**config.mk**
```make
export PLATFORM = sky130hd
export DESIGN_NAME = seg7_capture
export DESIGN_NICKNAME = d
export VERILOG_FILES = /design/src/rtl/seg7_capture.sv
export SDC_FILE = /design/constraint.sdc
export NUM_CORES = 1
export LEC_CHECK = 0
export CAP_MARGIN = 10
export CORE_MARGIN = 2
export CORE_UTILIZATION = 50
export CTS_BUF_LIST = sky130_fd_sc_hd__clkbuf_4
export DETAILED_ROUTE_END_ITERATION = 16
export GPL_ROUTABILITY_DRIVEN = 0
export PLACE_DENSITY = 0.9
export SLEW_MARGIN = 20
export SYNTH_ARGS = -nofsm -noshare
export SYNTH_HDL_FRONTEND = slang
export SYNTH_SLANG_ARGS = --single-unit
```
**constraint.sdc**
```tcl
create_clock -name clk -period 2.6 [get_ports clk]
set_input_delay 0.26 -clock clk [delete_from_list [all_inputs] [get_ports clk]]
set_output_delay 0.26 -clock clk [all_outputs]
set_load 0.02 [all_outputs]
```
**src/rtl/seg7_capture.sv**
```systemverilog
// Recovers hex digits from a scanned, multiplexed 7-segment bus: samples the pins,
// debounces each one-hot digit pattern, decodes it and streams each capture out.
module seg7_capture #(
    parameter int NDIG   = 4,
    parameter int STABLE = 3
) (
    input  logic              clk,
    input  logic              rst_n,
    input  logic [6:0]        seg_in,
    input  logic [NDIG-1:0]   sel_in,
    input  logic              clr,
    output logic [4*NDIG-1:0] digits,
    output logic [NDIG-1:0]   dig_valid,
    output logic              out_valid,
    input  logic              out_ready,
    output logic [2:0]        out_idx,
    output logic [3:0]        out_val,
    output logic              out_err,
    output logic              pat_err,
    output logic              ovf
);
    localparam int          SW    = NDIG + 7;
    localparam logic [7:0]  STAB8 = 8'(STABLE);

    typedef enum logic [1:0] {IDLE, COUNT, HELD} state_t;

    state_t              state_q;
    logic [SW-1:0]       s_q, p_q, s_d;
    logic [7:0]          cnt_q, cnt_d;
    logic [4*NDIG-1:0]   digits_q;
    logic [NDIG-1:0]     dig_valid_q;
    logic                out_valid_q, out_err_q, pat_err_q, ovf_q;
    logic [2:0]          out_idx_q;
    logic [3:0]          out_val_q;

    logic                chg, onehot, cap_go;
    logic [4:0]          dcd;
    logic [2:0]          idx;

    // Returns {legal, hex}; illegal patterns decode to hex 0.
    function automatic logic [4:0] dec(input logic [6:0] seg);
        case (seg)
            7'b1111110: dec = 5'h10;
            7'b0110000: dec = 5'h11;
            7'b1101101: dec = 5'h12;
            7'b1111001: dec = 5'h13;
            7'b0110011: dec = 5'h14;
            7'b1011011: dec = 5'h15;
            7'b1011111: dec = 5'h16;
            7'b1110000: dec = 5'h17;
            7'b1111111: dec = 5'h18;
            7'b1110011: dec = 5'h19;
            7'b1110111: dec = 5'h1A;
            7'b0011111: dec = 5'h1B;
            7'b1001110: dec = 5'h1C;
            7'b0111101: dec = 5'h1D;
            7'b1001111: dec = 5'h1E;
            7'b1000111: dec = 5'h1F;
            default:    dec = 5'h00;
        endcase
    endfunction

    function automatic logic [2:0] enc(input logic [NDIG-1:0] sel);
        enc = '0;
        for (int i = 0; i < NDIG; i++)
            if (sel[i]) enc = 3'(i);
    endfunction

    always_comb begin
        s_d    = {sel_in, seg_in};
        chg    = (s_q != p_q);
        onehot = $onehot(s_q[SW-1:7]);
        dcd    = dec(s_q[6:0]);
        idx    = enc(s_q[SW-1:7]);
        cnt_d  = (s_d != s_q) ? 8'd1 : ((cnt_q >= STAB8) ? STAB8 : cnt_q + 8'd1);
        // One capture per stable episode: HELD only re-arms after the sample changes.
        cap_go = onehot && (state_q != HELD || chg) && (cnt_q == STAB8);
    end

    always_ff @(posedge clk) begin
        if (!rst_n) begin
            state_q     <= IDLE;
            s_q         <= '0;
            p_q         <= '0;
            cnt_q       <= '0;
            digits_q    <= '0;
            dig_valid_q <= '0;
            out_valid_q <= 1'b0;
            out_idx_q   <= '0;
            out_val_q   <= '0;
            out_err_q   <= 1'b0;
            pat_err_q   <= 1'b0;
            ovf_q       <= 1'b0;
        end else begin
            p_q   <= s_q;
            s_q   <= s_d;
            cnt_q <= cnt_d;

            if (!onehot)
                state_q <= IDLE;
            else if (state_q == HELD && !chg)
                state_q <= HELD;
            else if (cnt_q == STAB8)
                state_q <= HELD;
            else
                state_q <= COUNT;

            for (int i = 0; i < NDIG; i++) begin
                if (cap_go && dcd[4] && s_q[7+i]) begin
                    digits_q[4*i +: 4] <= dcd[3:0];
                    dig_valid_q[i]     <= 1'b1;
                end
            end

            if (cap_go && (!out_valid_q || out_ready)) begin
                out_valid_q <= 1'b1;
                out_idx_q   <= idx;
                out_val_q   <= dcd[3:0];
                out_err_q   <= !dcd[4];
            end else if (out_valid_q && out_ready) begin
                out_valid_q <= 1'b0;
            end

            if (cap_go && !dcd[4])
                pat_err_q <= 1'b1;
            else if (clr)
                pat_err_q <= 1'b0;

            if (cap_go && out_valid_q && !out_ready)
                ovf_q <= 1'b1;
            else if (clr)
                ovf_q <= 1'b0;
        end
    end

    assign digits    = digits_q;
    assign dig_valid = dig_valid_q;
    assign out_valid = out_valid_q;
    assign out_idx   = out_idx_q;
    assign out_val   = out_val_q;
    assign out_err   = out_err_q;
    assign pat_err   = pat_err_q;
    assign ovf       = ovf_q;
endmodule

```
Word level (Yosys, flattened, before mapping) --
Index checks and enable logic that the tools add are counted.
Word-level totals: register bits after elaboration 63, bits in latches 0, RAM bits 0, memory bits (read-only) 0, input port bits 15, logic and storage cells 89, memories kept 0
Cells by class: $add $sub $neg 4, multiply operators 0, div/mod/pow operators 0, order comparisons 1, equal/unequal tests 22, shift-type cells 0, muxes and demuxes 13, bitwise logic cells 2, reduce and logical (&&, ||, !) cells 26
Operator list (number):
- $eq 7x7->1 const B | 12
- $pmux 5 s16 | 1
- $ne 11x11->1 | 2
- $eq 7x6->1 const B | 3
- $logic_and 1x1->1 | 13
- $add 8x1->8 const B | 1
- $eq 8x2->1 const B | 1
- $ge 8x2->1 const B | 1
- $eq 7x5->1 const B | 1
- $mux 1 | 7
- $mux 2 | 3
- $mux 3 | 2
- $reduce_bool 2->1 | 3
- $reduce_or 3->1 | 2
- $add 1x1->2 | 2
- $logic_not 1->1 | 4
- $add 2x2->3 | 1
- $eq 3x1->1 const B | 1
- $eq 2x2->1 const B | 1
- $logic_or 1x1->1 | 2
- $ne 2x2->1 const B | 1
- $not 1->1 | 2
- $reduce_and 2->1 | 1
- $reduce_or 2->1 | 1

Longest topological paths before layout --
Gate-level depths: netlist of the first run.
word-level depth 8, depth in mapped cells 10, mapped depth without buffers 10

Least setup slack after synthesis of the first run --
Ideal clock, no wire load.
path kind register to register, from register s_q[10], to register out_idx_q[0] (netlist: out_idx[0]), setup time 0.128 ns, data arrival time 2.693 ns, data required time 2.472 ns, slack -0.221 ns, stages on the path, launching flop included 11, buffers on the path 0, period minus slack after synthesis 2.821 ns, path through dfxtp_1 > inv_1 > fa_1 > inv_1 > ha_1 > ha_1 > nor3b_1 > nand4_1 > a311oi_2 > mux2i_1 > nor2_1
On the way: cells in the longest elaborated chain, start to end 6
Ends and longest elaborated chain:
- start, declared | RTL line 28 | logic [SW-1:0] s_q, p_q, s_d;
- start signal, assigned | RTL line 83 | s_q <= '0;
- start signal, assigned | RTL line 96 | s_q <= s_d;
- $add 1x1->2 | RTL line 72 | onehot = $onehot(s_q[SW-1:7]);
- $add 2x2->3 | RTL line 72
- $eq 3x1->1 | RTL line 72
- $logic_and 1x1->1 (2 in series) | RTL line 77 | cap_go = onehot && (state_q != HELD || chg) && (cnt_q == STAB8);
- $logic_and 1x1->1 | RTL line 115 | if (cap_go && (!out_valid_q || out_ready)) begin
- end signal, assigned | RTL line 117 | out_idx_q <= idx;
- end, declared | RTL line 33 | logic [2:0] out_idx_q;
Several ways; a longest one is shown, not always the timed one. A chain may end at the register's enable or synchronous reset.

Final worst setup path of the first run --
from register s_q[8], to register digits_q[8] (netlist: digits[8])
On the way: cells in the longest elaborated chain, start to end 7
Ends and longest elaborated chain:
- $add 1x1->2 | RTL line 72
- $add 2x2->3 | RTL line 72
- $eq 3x1->1 | RTL line 72
- $logic_and 1x1->1 (*) (2 in series) | RTL line 77
- $logic_and 1x1->1 (*) (2 in series) | RTL line 109 | if (cap_go && dcd[4] && s_q[7+i]) begin
- end signal, assigned by index | RTL line 110 | digits_q[4*i +: 4] <= dcd[3:0];
- end, declared | RTL line 30 | logic [4*NDIG-1:0] digits_q;
Mark *: on every way between the ends. The rest lies on a longest branch, timed or not.

==> flow_metrics.env, run 1 <==
export IMPL_grt_usage_pct=24.5
export IMPL_syn_inst=296
export IMPL_start_util_pct=52.2
export IMPL_path_delay_family="adder cells"
export IMPL_syn2layout_area_growth_pct=31.6
export IMPL_synth_main_ff_cell="dfxtp_1"
export IMPL_grt_pass1_vias=2403
export IMPL_ys_seq_area_share_pct=42.9
export IMPL_grt_pass1_wl_um=11900
export IMPL_vias=2578
export IMPL_grt_start_max_net_pins=30
export IMPL_hold_violations=0
export IMPL_fin_setup_tns_ns=-0.254
export IMPL_netlist_area_um2=2890
export IMPL_postRouteAntennaNets=0
export IMPL_drv_cap=0
export IMPL_slowest_stage="fa_1"
export IMPL_yosysMostFrequentCell="dfxtp_1"
export IMPL_die_w_um=80.0
export IMPL_io_buffers=44
export IMPL_row_count=27
export IMPL_dieHeight_um=80.0
export IMPL_path_max_fanout=7
export IMPL_layout_setup_ws_ns=-0.0588
export IMPL_drt_total_wl_um=7950
export IMPL_synth_area_leaders="dfxtp_1 (43%), mux2i_1 (5.9%), xnor2_1 (3.9%), and2_1 (3.7%), nand2_1 (3.4%)"
export IMPL_cts_sinks=62
export IMPL_crit_path_end_kind="register"
export IMPL_hold_path_class="register to register"
export IMPL_fmax_mhz=376
export IMPL_wire_per_inst_um=18.4
export IMPL_skew_ns=0.0177
export IMPL_fp_coreArea_um2=5540
export IMPL_crit_path_start_kind="register"
export IMPL_min_period_ns=2.66
export IMPL_crit_chain="inv_2 > fa_1 > inv_1 > ha_2 > ha_4 > nor2_4 > nand2_2 > a311o_4 > a311oi_4 > mux2i_1"
export IMPL_leakage_nw=1.43
export IMPL_path_class="register to register"
export IMPL_final_nets=375
export IMPL_via_per_inst=5.95
export IMPL_clock_path_buffers=2
export IMPL_root_buffer="clkbuf_4"
export IMPL_synth_largest_area_cell="dfxtp_1"
export IMPL_multi_input_area_um2=1710
export IMPL_fillers=420
export IMPL_yosysWarningCount=0
export IMPL_regArea_um2=1240
export IMPL_period_share_pct=102
export IMPL_tightest_slew_ns=1.28
export IMPL_dieArea_um2=6400
export IMPL_syn_area_per_cell_um2=9.76
export IMPL_synth_common_cells="dfxtp_1 (62), nand2_1 (26), and2_1 (17), mux2i_1 (17), nor2_1 (17)"
export IMPL_drive_above_1_share_pct=18.3
export IMPL_critPathMaxStageDelay_ns=0.54
export IMPL_status="complete, but fails checks"
export IMPL_synthArstFlopShare_pct=0
export IMPL_antenna_cells=0
export IMPL_post_dp_hpwl_um=5070
export IMPL_clk_latency_ns=0.42
export IMPL_synth_seq_cells=62
export IMPL_antenna_found_initial=0
export IMPL_power_density_nw_per_um2=523
export IMPL_grt_ovfl_total=0
export IMPL_slew_headroom_pct=14.2
export IMPL_route_detailed_drc=0
export IMPL_cts_tree="yes"
export IMPL_setup_viol=8
export IMPL_netlist_area_leader_share_pct=42.9
export IMPL_slew_violations=0
export IMPL_cts_inserted_buffers=9
export IMPL_violations="negative setup slack"
export IMPL_io_pins=46
export IMPL_synth_cell_types=52
export IMPL_crit_arrival_ns=3.00
export IMPL_crit_required_ns=2.94
export IMPL_peakVddDrop_mv=0.438
export IMPL_finalPower_mw=1.99
export IMPL_firstDrtPassIters=5
export IMPL_htree_levels=3
export IMPL_critPathBufInv=2
export IMPL_drt_iter0_markers=235
export IMPL_synth_edf_count=0
export IMPL_rsz0062_at_grt="yes"
export IMPL_clk_pin_slew_ns=0.10
metal layers:
metal / vias to the layer above / track usage [%] / share of wire, %
met3: 47 / 6.22 / 7.1
met4: 0 / 15.1 / 4.5
met1: 1221 / 29.7 / 40
li1: 1162 / - / -
met2: 148 / 38.7 / 48
met5: - / 0 / 0
sequential cells by signal, indices dropped and copies added (netlist names):
name / flops
cnt_q: 8
dig_valid: 4
digits: 16
out_err: 1
out_idx: 2
out_val: 4
out_valid: 1
ovf: 1
p_q: 11
pat_err: 1
s_q: 11
state_q: 2
cell families (layout without fill, tap and decap cells):
group                    after synthesis  in the layout  share of synthesized area [%]
AO/OA/AOI/OAI                         47             47                           13.8
XOR/XNOR                              25             25                           8.36
adder cells (fa/ha/maj)                4              4                           1.99
buffers and inverters                 27             86                           4.63
flip-flops                            62             62                           42.9
multiplexers                          17             17                           5.89
other                                  1              7                          0.130
AND/OR/NAND/NOR                      113            113                           22.3
cell usage in the layout, fill, tap and decap left out, drive strengths merged, types with 2 or more instances in the layout:
cell and count:
dfxtp 62, clkdlybuf4s50 44, nand2 26, and2 17, mux2i 17, nor2 17
buf 17, xnor2 13, nand3 12, xor2 12, clkbuf 11, o21ai 10
inv 9, a311oi 8, nor4 8, nor3 8, a21oi 7, conb 7
o21a 6, nand4 5, nand2b 4, nor3b 4, o311ai 4, a31oi 3
clkinv 3, ha 3, nor2b 2, and3b 2, bufinv 2
area by class of cell:
type,instances,area share (%)
sequential,62,32.7
tap,72,2.37
clock inverter,5,1.94
multi-input combinational,213,44.9
clock buffer,11,2.17
timing repair buffer,61,15.0
inverter,9,0.888
worst paths after layout:
check,cells past startpoint,startpoint,to,slack [ns]
hold / removal,2,digits[12],digits[12],0.47
hold reg to reg,2,digits[12],digits[12],0.47
setup / recovery,10,s_q[8],digits[8],-0.06
setup reg to reg,10,s_q[8],digits[8],-0.06
what timing repair did:
action,4_1_cts,5_1_grt
hold buffers,0,0
pin swaps,3,10
resized for setup,7,16
setup buffers,1,3
setup endpoints to repair,12,26
worst min-delay path: stages, from the launching register on:
cell and delay (ns):
dfxtp_1 0.33, nand2_1 0.05, mux2i_1 0.05
power by group:
| group | internal [mW] | leakage, nW | switching [mW] |
|---|---|---|---|
| Combinational | 0.102 | 0.832 | 0.118 |
| Clock | 0.406 | 0.0883 | 0.352 |
| Sequential | 0.974 | 0.508 | 0.0371 |
| Total | 1.48 | 1.43 | 0.507 |
metrics by stage:
stage,util (%),area (um^2),hold WS [ns],setup WS (ns),cells
6_report,68.7,3800,0.466,-0.0588,433
5_1_grt,68.7,3800,0.462,-0.163,433
4_1_cts,66.5,3680,0.444,-0.0469,430
3_5_place_dp,62.4,3460,0.448,-0.0725,413
3_3_place_gp,62.4,3460,0.438,0.0299,413
2_1_floorplan,-,2930,0.387,0.0242,302
(Power assumes the default switching activity.)
==> run 2, diff against run 1 <==
Settings changed: CORE_MARGIN 2 to not set.
==> run 2 against run 1 <==
Compared with the run above:
- the run still ends with negative setup slack left
- cell area shrank 3.2%
- critical path type unchanged
- sequential share of layout area rose by 1.1 points
- highest routed layer unchanged
- first-iteration DRC count is 12% lower
==> flow_metrics.env, run 2 (synthesized netlist as in run 1, its figures left out) <==
export IMPL_slowest_stage="fa_1"
export IMPL_tightest_slew_ns=0.745
export IMPL_drt_iter0_markers=207
export IMPL_cts_inserted_buffers=9
export IMPL_power_density_nw_per_um2=478
export IMPL_r2r_cells=10
export IMPL_comb_power_share_pct=12.3
export IMPL_antenna_found_initial=0
export IMPL_setup_viol=5
export IMPL_grt_pass1_vias=2348
export IMPL_path_max_fanout=5
export IMPL_vias=2543
export IMPL_final_common_cell="dfxtp_1"
export IMPL_hp_start="digits[2]"
export IMPL_clk_pin_slew_ns=0.09
export IMPL_grt_ovfl_total=0
export IMPL_p_int_mw=1.28
export IMPL_io_buffers=44
export IMPL_holdWs_ns=0.470
export IMPL_seq_power_share_pct=57.5
export IMPL_row_count=27
export IMPL_regArea_um2=1240
export IMPL_dieHeight_um=78.0
export IMPL_multi_input_area_um2=1650
export IMPL_violations="negative setup slack"
export IMPL_period_share_pct=102
export IMPL_grt_pass1_wl_um=11300
export IMPL_io_pins=46
export IMPL_final_cell_mix="dfxtp_1 (59), clkdlybuf4s50_1 (44), nand2_1 (26)"
export IMPL_grt_start_max_net_pins=29
export IMPL_peakVddDrop_mv=0.291
export IMPL_syn2layout_area_growth_pct=27.4
export IMPL_postRouteAntennaNets=0
export IMPL_crit_required_ns=2.94
export IMPL_root_buffer="clkbuf_4"
export IMPL_largest_register_ffs=16
export IMPL_drt_total_wl_um=7500
export IMPL_p_sw_share_pct=27.4
export IMPL_crit_path_start_kind="register"
export IMPL_rsz0062_at_grt="yes"
export IMPL_start_util_pct=52.2
export IMPL_status="complete, but fails checks"
export IMPL_drive_above_1_share_pct=16.2
export IMPL_final_nets=374
export IMPL_clock_path_buffers=2
export IMPL_hold_path_class="register to register"
export IMPL_final_core_util_pct=66.4
export IMPL_cts_tree="yes"
export IMPL_die_w_um=78.0
export IMPL_htree_levels=3
export IMPL_antenna_cells=0
export IMPL_grt_usage_pct=24.8
export IMPL_fin_setup_tns_ns=-0.119
export IMPL_fmax_mhz=377
export IMPL_reg2reg_from="s_q[8]"
export IMPL_fillers=437
export IMPL_min_to="digits[2]"
export IMPL_via_per_inst=5.90
export IMPL_wire_per_inst_um=17.4
export IMPL_crit_chain="inv_2 > fa_1 > inv_2 > ha_4 > ha_4 > nor2_1 > nand2_1 > a311o_4 > a311oi_4 > mux2i_1"
export IMPL_fin_area_um2=3680
export IMPL_critPathMaxStageDelay_ns=0.56
export IMPL_clockPowerShare_pct=30.2
export IMPL_layout_setup_ws_ns=-0.0544
export IMPL_final_cells=431
export IMPL_holdBufCountCts=0
export IMPL_dieArea_um2=6090
export IMPL_placed_cells=413
export IMPL_slew_headroom_pct=49.8
export IMPL_p_switching_uw=482
export IMPL_fp_coreArea_um2=5540
export IMPL_drv_cap=0
export IMPL_hold_violations=0
export IMPL_leakage_nw=1.36
export IMPL_skew_ns=0.00733
export IMPL_path_class="register to register"
export IMPL_crit_path_end_kind="register"
export IMPL_slew_violations=0
export IMPL_post_dp_hpwl_um=5000
export IMPL_cts_sinks=62
export IMPL_placed_area_um2=3460
export IMPL_firstDrtPassIters=5
export IMPL_crit_arrival_ns=2.99
export IMPL_min_period_ns=2.65
export IMPL_clk_latency_ns=0.42
export IMPL_r2r_setup_slack_ns=-0.05
export IMPL_route_detailed_drc=0
export IMPL_whs_path_depth=2
export IMPL_rr_endpoint="digits[12]"
run 2: cell count changes in the layout (fill, tap and decap cells not counted), moves of 2 or more:
| cell | delta |
|---|---|
| clkinv_2 | -2 |
| nor3_4 | -2 |
| bufinv_16 | -2 |
| a311oi_2 | +2 |
| clkinv_1 | +3 |
| nor3_1 | +2 |
| o311ai_1 | +2 |
| o311ai_4 | -2 |
run 2: how the worst max path moves through the flow:
stage,from,end,slack (ns),cells past startpoint
floorplan,s_q[8],digits[0],0.02,10
global placement,s_q[7],digits[12],0.05,10
detailed placement,s_q[7],digits[12],-0.11,10
CTS,s_q[8],digits[4],-0.05,10
global route,s_q[8],digits[12],-0.12,10
finish,s_q[8],digits[12],-0.05,10
run 2: worst max-delay path: cells and delay by family, from the launching register on:
kind | cells | cell delay [ns]
adders and majority gates | 3 | 0.94
and+or+nand+nor | 2 | 0.21
muxes | 1 | 0.23
buffers and inverters | 2 | 0.10
DFF | 1 | 0.35
AOI/OAI and AO/OA | 2 | 0.76
run 2: timing repair:
item | in CTS | in global routing
endpoints found under the setup margin | 17 | 21
pin swaps | 5 | 6
gates resized for setup | 5 | 10
buffers inserted | 3 | 0
run 2: power by group through the flow:
stage / clock network (mW) / registers [mW] / logic, mW
floorplan: 0 / 1.01 / 0.142
global placement: 0 / 1.03 / 0.184
detailed placement: 0 / 1.03 / 0.191
CTS: 0.537 / 1.01 / 0.202
global route: 0.595 / 1.02 / 0.232
finish: 0.530 / 1.01 / 0.217
run 2: stage by stage:
stage / power [mW] / worst slack (ns)
finish: 1.76 / -0.0544
global route: 1.84 / -0.118
CTS: 1.75 / -0.0451
detailed placement: 1.22 / -0.113
global placement: 1.21 / 0.0518
floorplan: 1.15 / 0.0242
run 2: final cells by class:
class / count / area share [%]
well taps: 72 / 2.45
multi-input cells: 213 / 44.8
repair buffers: 60 / 15.3
flip-flops and latches: 62 / 33.8
clock inverters: 4 / 0.408
inverters: 9 / 0.918
clock buffers: 11 / 2.24
run 2: routing by layer:
metal | wire length (um) | part of all wire, % | track usage, % | vias to the layer above
met4 | 356 | 4.7 | 11.3 | 0
met2 | 3540 | 47 | 39.7 | 143
met1 | 2990 | 40 | 31.0 | 1198
met3 | 609 | 8.1 | 6.98 | 45
li1 | - | - | - | 1157
met5 | 0 | 0 | 0 | -
